<file path="src/rtl/cache_pkg.sv">
// Shared definitions for the direct-mapped data cache controller.
// Contents: FSM state encoding, line geometry constants, and helpers that
// derive the index/tag widths from the number of lines and the word size.
package cache_pkg;

   typedef enum logic [1:0] {
      IDLE  = 2'd0,
      FILL  = 2'd1,
      WRITE = 2'd2,
      RESP  = 2'd3
   } state_t;

   localparam int OFFSET_W       = 2;
   localparam int WORDS_PER_LINE = 4;
   localparam int BLOCK_W        = 64;

   function automatic int index_w(input int num_lines);
      return $clog2(num_lines);
   endfunction

   function automatic int tag_w(input int word_size, input int num_lines);
      return word_size - OFFSET_W - $clog2(num_lines);
   endfunction

endpackage

</file>
<file path="src/rtl/dcache_ctrl_if.sv">
// CPU-side request/response lines plus memory-side block-read / word-write
// handshake of the data cache controller.
//   cpu_read, cpu_write, cpu_addr, cpu_wdata : request from the MEM stage
//   cpu_rdata, cpu_done                      : response (done is a 1-cycle pulse)
//   mem_read, mem_write, mem_addr, mem_wdata : request to external memory
//   mem_rdata, mem_ready                     : memory response (ready is a pulse)
// Modports: master = pipeline + memory environment, slave = the controller.
interface dcache_ctrl_if
   import cache_pkg::*;
#(
   parameter int WORD_SIZE = 16
);
   logic                 cpu_read;
   logic                 cpu_write;
   logic [WORD_SIZE-1:0] cpu_addr;
   logic [WORD_SIZE-1:0] cpu_wdata;
   logic [WORD_SIZE-1:0] cpu_rdata;
   logic                 cpu_done;
   logic                 mem_read;
   logic                 mem_write;
   logic [WORD_SIZE-1:0] mem_addr;
   logic [WORD_SIZE-1:0] mem_wdata;
   logic [BLOCK_W-1:0]   mem_rdata;
   logic                 mem_ready;

   modport master (
      output cpu_read, cpu_write, cpu_addr, cpu_wdata, mem_rdata, mem_ready,
      input  cpu_rdata, cpu_done, mem_read, mem_write, mem_addr, mem_wdata
   );

   modport slave (
      input  cpu_read, cpu_write, cpu_addr, cpu_wdata, mem_rdata, mem_ready,
      output cpu_rdata, cpu_done, mem_read, mem_write, mem_addr, mem_wdata
   );
endinterface

</file>
<file path="src/rtl/cache_line_array.sv">
// Valid/tag/data storage for a direct-mapped cache.
//   clk, reset_n            : clock, async active-low reset (clears valid bits)
//   lookup_addr -> hit,
//                  rd_word  : combinational lookup of one word address
//   fill_en, fill_block     : write a whole line (tag updated, valid set)
//   word_en, word_data      : overwrite one word of a resident line
//   wr_addr                 : word address used by either write
module cache_line_array
   import cache_pkg::*;
#(
   parameter int NUM_LINES = 4,
   parameter int WORD_SIZE = 16
) (
   input  logic                 clk,
   input  logic                 reset_n,
   input  logic [WORD_SIZE-1:0] lookup_addr,
   output logic                 hit,
   output logic [WORD_SIZE-1:0] rd_word,
   input  logic                 fill_en,
   input  logic                 word_en,
   input  logic [WORD_SIZE-1:0] wr_addr,
   input  logic [BLOCK_W-1:0]   fill_block,
   input  logic [WORD_SIZE-1:0] word_data
);
   localparam int IW = index_w(NUM_LINES);
   localparam int TW = tag_w(WORD_SIZE, NUM_LINES);

   logic [NUM_LINES-1:0] valid;
   logic [TW-1:0]        tags [NUM_LINES];
   logic [BLOCK_W-1:0]   data [NUM_LINES];

   logic [OFFSET_W-1:0]  lk_off, wr_off;
   logic [IW-1:0]        lk_idx, wr_idx;
   logic [TW-1:0]        lk_tag, wr_tag;

   assign lk_off = lookup_addr[OFFSET_W-1:0];
   assign lk_idx = lookup_addr[OFFSET_W +: IW];
   assign lk_tag = lookup_addr[WORD_SIZE-1 -: TW];
   assign wr_off = wr_addr[OFFSET_W-1:0];
   assign wr_idx = wr_addr[OFFSET_W +: IW];
   assign wr_tag = wr_addr[WORD_SIZE-1 -: TW];

   assign hit     = valid[lk_idx] && (tags[lk_idx] == lk_tag);
   assign rd_word = data[lk_idx][int'(lk_off) * WORD_SIZE +: WORD_SIZE];

   always_ff @(posedge clk or negedge reset_n) begin
      if (!reset_n)
         valid <= '0;
      else if (fill_en)
         valid[wr_idx] <= 1'b1;
   end

   // NOTE: tag/data arrays are deliberately not reset; the valid bits alone
   // make their power-up contents unobservable, and a reset-free array can
   // map onto plain RAM.
   always_ff @(posedge clk) begin
      if (fill_en) begin
         tags[wr_idx] <= wr_tag;
         data[wr_idx] <= fill_block;
      end else if (word_en) begin
         data[wr_idx][int'(wr_off) * WORD_SIZE +: WORD_SIZE] <= word_data;
      end
   end

endmodule

</file>
<file path="src/rtl/dcache_ctrl.sv">
// Direct-mapped, write-through, no-write-allocate data cache controller.
//   clk, reset_n : clock, async active-low reset
//   bus          : CPU request/response and memory handshake (slave modport)
//   num_hit      : saturating count of accepted accesses that hit
//   num_miss     : saturating count of accepted accesses that missed
// Requests are only sampled in IDLE; every access ends with a one-cycle
// cpu_done in RESP, so back-to-back accesses are at least two cycles apart.
module dcache_ctrl
   import cache_pkg::*;
#(
   parameter int NUM_LINES = 4,
   parameter int WORD_SIZE = 16
) (
   input  logic                 clk,
   input  logic                 reset_n,
   dcache_ctrl_if.slave         bus,
   output logic [WORD_SIZE-1:0] num_hit,
   output logic [WORD_SIZE-1:0] num_miss
);
   state_t               state, next_state;
   logic [WORD_SIZE-1:0] addr_q, wdata_q, rdata_q, mem_addr_q;
   logic                 lk_hit;
   logic [WORD_SIZE-1:0] lk_word, fill_word, wr_addr;
   logic                 accept, fill_en, word_en;

   // A simultaneous read+write request is treated as a write everywhere,
   // so cpu_write alone decides the access type once accepted.
   assign accept    = (state == IDLE) && (bus.cpu_read || bus.cpu_write);
   assign fill_en   = (state == FILL) && bus.mem_ready;
   assign word_en   = accept && bus.cpu_write && lk_hit;
   assign wr_addr   = fill_en ? addr_q : bus.cpu_addr;
   assign fill_word = bus.mem_rdata[int'(addr_q[OFFSET_W-1:0]) * WORD_SIZE +: WORD_SIZE];

   cache_line_array #(
      .NUM_LINES (NUM_LINES),
      .WORD_SIZE (WORD_SIZE)
   ) u_lines (
      .clk         (clk),
      .reset_n     (reset_n),
      .lookup_addr (bus.cpu_addr),
      .hit         (lk_hit),
      .rd_word     (lk_word),
      .fill_en     (fill_en),
      .word_en     (word_en),
      .wr_addr     (wr_addr),
      .fill_block  (bus.mem_rdata),
      .word_data   (bus.cpu_wdata)
   );

   // NOTE: sequential state uses non-blocking assignments only, so every
   // register samples values from before the edge regardless of block order.
   always_ff @(posedge clk or negedge reset_n) begin
      if (!reset_n)
         state <= IDLE;
      else
         state <= next_state;
   end

   // NOTE: every signal written here gets a default first, so no path through
   // the case can leave one unassigned and infer a latch.
   always_comb begin
      next_state    = state;
      bus.cpu_done  = 1'b0;
      bus.mem_read  = 1'b0;
      bus.mem_write = 1'b0;
      unique case (state)
         IDLE: begin
            if (bus.cpu_write)
               next_state = WRITE;
            else if (bus.cpu_read)
               next_state = lk_hit ? RESP : FILL;
         end
         FILL: begin
            bus.mem_read = 1'b1;
            if (bus.mem_ready)
               next_state = RESP;
         end
         WRITE: begin
            bus.mem_write = 1'b1;
            if (bus.mem_ready)
               next_state = RESP;
         end
         RESP: begin
            bus.cpu_done = 1'b1;
            next_state   = IDLE;
         end
         default: next_state = IDLE;
      endcase
   end

   assign bus.cpu_rdata = rdata_q;
   assign bus.mem_addr  = mem_addr_q;
   assign bus.mem_wdata = wdata_q;

   always_ff @(posedge clk or negedge reset_n) begin
      if (!reset_n) begin
         addr_q     <= '0;
         wdata_q    <= '0;
         rdata_q    <= '0;
         mem_addr_q <= '0;
         num_hit    <= '0;
         num_miss   <= '0;
      end else begin
         if (accept) begin
            addr_q  <= bus.cpu_addr;
            wdata_q <= bus.cpu_wdata;
            // Block reads go out aligned; word writes carry the full address.
            mem_addr_q <= bus.cpu_write ? bus.cpu_addr
                                        : {bus.cpu_addr[WORD_SIZE-1:OFFSET_W], {OFFSET_W{1'b0}}};
            // On a read miss this capture is overwritten by the fill word.
            if (!bus.cpu_write)
               rdata_q <= lk_word;
            if (lk_hit) begin
               if (num_hit != '1)
                  num_hit <= num_hit + 1'b1;
            end else if (num_miss != '1) begin
               num_miss <= num_miss + 1'b1;
            end
         end
         if (fill_en)
            rdata_q <= fill_word;
      end
   end

endmodule

</file>
<file path="src/flat_wrapper.sv">
// flat-port wrapper written by rule: the top's interface ports become plain ports
module dcache_ctrl_flat import cache_pkg::*;
#(
   parameter int NUM_LINES = 4,
   parameter int WORD_SIZE = 16
)
  (clk, reset_n, num_hit, num_miss, bus_cpu_read, bus_cpu_write, bus_cpu_addr, bus_cpu_wdata, bus_mem_rdata, bus_mem_ready, bus_cpu_rdata, bus_cpu_done, bus_mem_read, bus_mem_write, bus_mem_addr, bus_mem_wdata);
  dcache_ctrl_if #(.WORD_SIZE(WORD_SIZE)) bus_i ();
  input  logic clk;
  input  logic reset_n;
  output logic [WORD_SIZE-1:0] num_hit;
  output logic [WORD_SIZE-1:0] num_miss;
  input wire logic [$bits(bus_i.cpu_read)-1:0] bus_cpu_read;
  input wire logic [$bits(bus_i.cpu_write)-1:0] bus_cpu_write;
  input wire logic [$bits(bus_i.cpu_addr)-1:0] bus_cpu_addr;
  input wire logic [$bits(bus_i.cpu_wdata)-1:0] bus_cpu_wdata;
  input wire logic [$bits(bus_i.mem_rdata)-1:0] bus_mem_rdata;
  input wire logic [$bits(bus_i.mem_ready)-1:0] bus_mem_ready;
  output wire logic [$bits(bus_i.cpu_rdata)-1:0] bus_cpu_rdata;
  output wire logic [$bits(bus_i.cpu_done)-1:0] bus_cpu_done;
  output wire logic [$bits(bus_i.mem_read)-1:0] bus_mem_read;
  output wire logic [$bits(bus_i.mem_write)-1:0] bus_mem_write;
  output wire logic [$bits(bus_i.mem_addr)-1:0] bus_mem_addr;
  output wire logic [$bits(bus_i.mem_wdata)-1:0] bus_mem_wdata;
  assign bus_i.cpu_read = bus_cpu_read;
  assign bus_i.cpu_write = bus_cpu_write;
  assign bus_i.cpu_addr = bus_cpu_addr;
  assign bus_i.cpu_wdata = bus_cpu_wdata;
  assign bus_i.mem_rdata = bus_mem_rdata;
  assign bus_i.mem_ready = bus_mem_ready;
  assign bus_cpu_rdata = bus_i.cpu_rdata;
  assign bus_cpu_done = bus_i.cpu_done;
  assign bus_mem_read = bus_i.mem_read;
  assign bus_mem_write = bus_i.mem_write;
  assign bus_mem_addr = bus_i.mem_addr;
  assign bus_mem_wdata = bus_i.mem_wdata;
  dcache_ctrl #(.NUM_LINES(NUM_LINES), .WORD_SIZE(WORD_SIZE)) u_core (.clk(clk), .reset_n(reset_n), .bus(bus_i), .num_hit(num_hit), .num_miss(num_miss));
endmodule
</file>
<file path="config.mk">
export PLATFORM = sky130hd
export DESIGN_NAME = dcache_ctrl_flat
export DESIGN_NICKNAME = d
export VERILOG_FILES = /design/src/rtl/cache_pkg.sv /design/src/rtl/dcache_ctrl_if.sv /design/src/rtl/cache_line_array.sv /design/src/rtl/dcache_ctrl.sv /design/src/flat_wrapper.sv
export SDC_FILE = /design/constraint.sdc
export NUM_CORES = 1
export LEC_CHECK = 0
export CAP_MARGIN = 20
export CORE_ASPECT_RATIO = 1.25
export CORE_MARGIN = 2
export CORE_UTILIZATION = 44
export DETAILED_ROUTE_END_ITERATION = 16
export PLACE_DENSITY = 0.74
export SETUP_SLACK_MARGIN = 0.2
export SLEW_MARGIN = 20
export SYNTH_ARGS = -nofsm -noshare
export SYNTH_HDL_FRONTEND = slang
export SYNTH_HIERARCHICAL = 1
export SYNTH_SLANG_ARGS = --single-unit
export TNS_END_PERCENT = 1
</file>
<file path="constraint.sdc">
create_clock -name clk -period 5.1 [get_ports clk]
set_clock_uncertainty 0.1 [all_clocks]
set_input_delay 0.765 -clock clk [delete_from_list [all_inputs] [get_ports clk]]
set_output_delay 0.765 -clock clk [all_outputs]
set_load 0.1 [all_outputs]
</file>
==> run metrics <==
Die Span Y=223 µm; Starting Density=44.5%; family with the most delay on the worst path=simple AND/OR/NAND/NOR gates; Setup Fix Bufs, Post-CTS=0; Inserted Clock Buffers=39; core area=38100 µm²; slowest stage delay, CP=0.55 ns; n_diodes=0; crit end category=flip-flop; worst slew pin tran=1.05 ns; hold-fix buffers at CTS=0; count of cells resized by post-cts repair=0; maxcap violations=0; Post-Syn Area per Cell=18.2 µm²; Worst Path Required=5.38 ns; cells on worst reg2reg path=11; htree depth=2; Total GRT Usage=22.7%; Cell Area, Synth=17000 µm²; syn_nets=1042; largest net degree at the start of global routing=63; # nets final=1246; WHS=0.221 ns; slowest CP cell=mux4_2; GPL Wtd Cong=0.881; DP HPWL=30.0 mm; IO Pins=184; RSZ-0062 raised after global routing=no; worst hold path class=input port to asynchronous set/reset pin; Sink Count=392; RR Endpoint=u_core/u_lines/data[0][2]; met3 wire len=5.61 mm; CP arrival=4.07 ns; VDD IR-drop max=0.732 mV; Vias/cell=6.06; Leak=7.21 nW; Setup-failing EPs final=0; first-pass GRT wire length=67.5 mm; initial DRC count=1028; Rel. slew slack=29.9%; most used cell, CP=buf_4; async set-or-reset flop fraction in the synthesized netlist=22.4%; WL met1=17.2 mm; FILL cells=2965; outcome=completed; Final Hold Viols=0; ys flop type=edfxtp_1; pwr dens=516 nW/µm²; initial antenna violation count=0; maximum clock rate=0.264 GHz; Setup Total Neg Slack=0 ns; Post-Synthesis Cells=930; Detailed Routing Iterations Pass 1=7; register area share after synthesis=66.8%; Met2 Wirelength=21.5 mm; final period demand of the worst path=3.79 ns; Area Overhead vs Synth=22.2%; Root Buffer=clkbuf_16; crit path kind=input port to flip-flop; GRT overflow=0; worst skew pair latency=0.54 ns; crit path launch type=input port; share of cells above drive strength 1=24.7%; crit-path cells=buf_4, mux4_2, xor2_1, a211o_1, nor4_2, and3_2, nor2b_1, nand2_2, buf_4, nor4b_4, buf_4, a22o_1; number of global-route vias before repair=10500; via count=10000; PortBufs=183; die footprint=40100 µm²; reg-to-reg startpoint=u_core/u_lines/tags[3][7]; chip width=180 µm; CP Depth=12; row count=80; crit-path max FO=17; Synth Warn #=6; drt wl/cell=27.5 µm; Seq cells post-synth=392; clock slew at reported path FFs=0.06 ns; CTS max path bufs=3; DR top layer=met4; total wire length=45.5 mm; number of synthesized flops with an enable pin=304; FF-to-FF setup slack=1.54 ns; Worst Path Buf+Inv=3; Tcrit/Tclk final=74.3%; CTS tree=built; Routed Antenna Nets=0; post-synthesis cell type count=48; DRC Markers=0; Max Transition Viols Final=0
==> synthesized netlist by cell type (4+ instances only) <==
| cell type | instances | share of area [%] |
|---|---|---|
| or2_2 | 5 | 0.18 |
| edfxtp_1 | 304 | 54 |
| xnor2_1 | 26 | 1.3 |
| xor2_1 | 13 | 0.67 |
| mux2_2 | 51 | 3.4 |
| a21oi_1 | 20 | 0.59 |
| o21ai_0 | 6 | 0.18 |
| nand3_1 | 13 | 0.38 |
| buf_4 | 14 | 0.62 |
| mux2i_1 | 20 | 1.2 |
| buf_2 | 25 | 0.74 |
| nand4_1 | 14 | 0.52 |
| nor2_1 | 40 | 0.89 |
| nand4b_1 | 4 | 0.21 |
| ha_1 | 11 | 0.81 |
| inv_1 | 10 | 0.22 |
| a22o_1 | 64 | 3.3 |
| nor4_4 | 4 | 0.50 |
| nor3_1 | 15 | 0.44 |
| nand2_1 | 20 | 0.44 |
| mux4_2 | 107 | 14 |
| clkbuf_1 | 18 | 0.40 |
| nand2b_1 | 4 | 0.15 |
| dfrtp_1 | 88 | 13 |
==> registers in the layout (all words and copies together) (netlist names) <==
signal / count
u_core/addr_q: 16
u_core/bus.cpu_rdata: 16
u_core/bus.mem_addr: 2
u_core/bus.mem_wdata: 16
u_core/num_hit: 16
u_core/num_miss: 16
u_core/state: 2
u_core/u_lines/data: 256
u_core/u_lines/tags: 48
u_core/u_lines/valid: 4
==> placed cells by master, fill, tap and decap left out, types with 10 or more instances in the layout <==
master,synthesis,routed
a21oi_1,20,20
a22o_1,64,64
buf_4,14,46
clkbuf_1,18,12
clkbuf_16,0,39
clkdlybuf4s50_1,0,180
dfrtp_1,88,88
edfxtp_1,304,304
ha_1,11,11
inv_1,10,10
mux2_2,51,51
mux2i_1,20,20
mux4_2,107,107
nand2_1,20,19
nand3_1,13,13
nand4_1,14,14
nor2_1,40,40
nor3_1,15,10
xnor2_1,26,26
xor2_1,13,13
==> metal layers <==
| layer | up-vias | global-route usage (%) |
|---|---|---|
| met4 | 0 | 7.55 |
| met3 | 85 | 6.92 |
| met5 | - | 0 |
| met2 | 707 | 35.6 |
| met1 | 5084 | 30.6 |
| li1 | 4167 | - |
==> per-stage QoR <==
| stage | utilization [%] | instances | total power [W] | instance area, µm² | setup WS (ns) |
|---|---|---|---|---|---|
| 6_report | 54.3 | 1657 | 0.0107 | 20700 | 1.31 |
| 5_1_grt | 54.3 | 1657 | 0.0110 | 20700 | 1.14 |
| 4_1_cts | 54.3 | 1657 | 0.0107 | 20700 | 1.36 |
| 3_5_place_dp | 50.9 | 1585 | 0.00783 | 19400 | 0.807 |
| 3_3_place_gp | 50.9 | 1585 | 0.00776 | 19400 | 0.855 |
| 2_1_floorplan | - | 930 | 0.00688 | 17000 | 0.155 |
==> where the power goes <==
part / internal [W] / switching, W / leakage (nW)
sequential: 0.00388 / 0.000224 / 3.82
combinational: 0.00107 / 0.00260 / 2.75
clock: 0.00173 / 0.00118 / 0.635
total: 0.00668 / 0.00401 / 7.21
==> final cells by class <==
type | count | area (µm²) | area share [%]
Multi-Input combinational cell | 464 | 5270 | 25.4
Sequential cell | 392 | 11300 | 54.7
Inverter | 10 | 37.5 | 0.181
Timing Repair Buffer | 227 | 2170 | 10.5
Clock inverter | 17 | 225 | 1.09
Tap cell | 492 | 616 | 2.97
Clock buffer | 55 | 1080 | 5.19
==> worst max-delay path by stage <==
| stage | to | start |
|---|---|---|
| finish | u_core/u_lines/data[0][2] | bus_cpu_addr[2] |
| global route | u_core/u_lines/data[0][0] | bus_cpu_addr[2] |
| detailed placement | u_core/u_lines/data[3][2] | bus_cpu_addr[2] |
| floorplan | u_core/u_lines/data[0][0] | bus_cpu_addr[2] |
| CTS | u_core/u_lines/data[1][2] | bus_cpu_addr[2] |
| global placement | u_core/u_lines/data[0][11] | bus_cpu_addr[2] |
==> cell families after synthesis <==
logic type / share of synthesized area, %
buffers and inverters: 2.33
flip-flops: 66.8
adder cells (fa/ha/maj): 0.812
AO/OA/AOI/OAI: 4.53
multiplexers: 18.8
AND/OR/NAND/NOR: 4.69
XOR/XNOR: 2.01
Power figures use the tool's default switching activity.
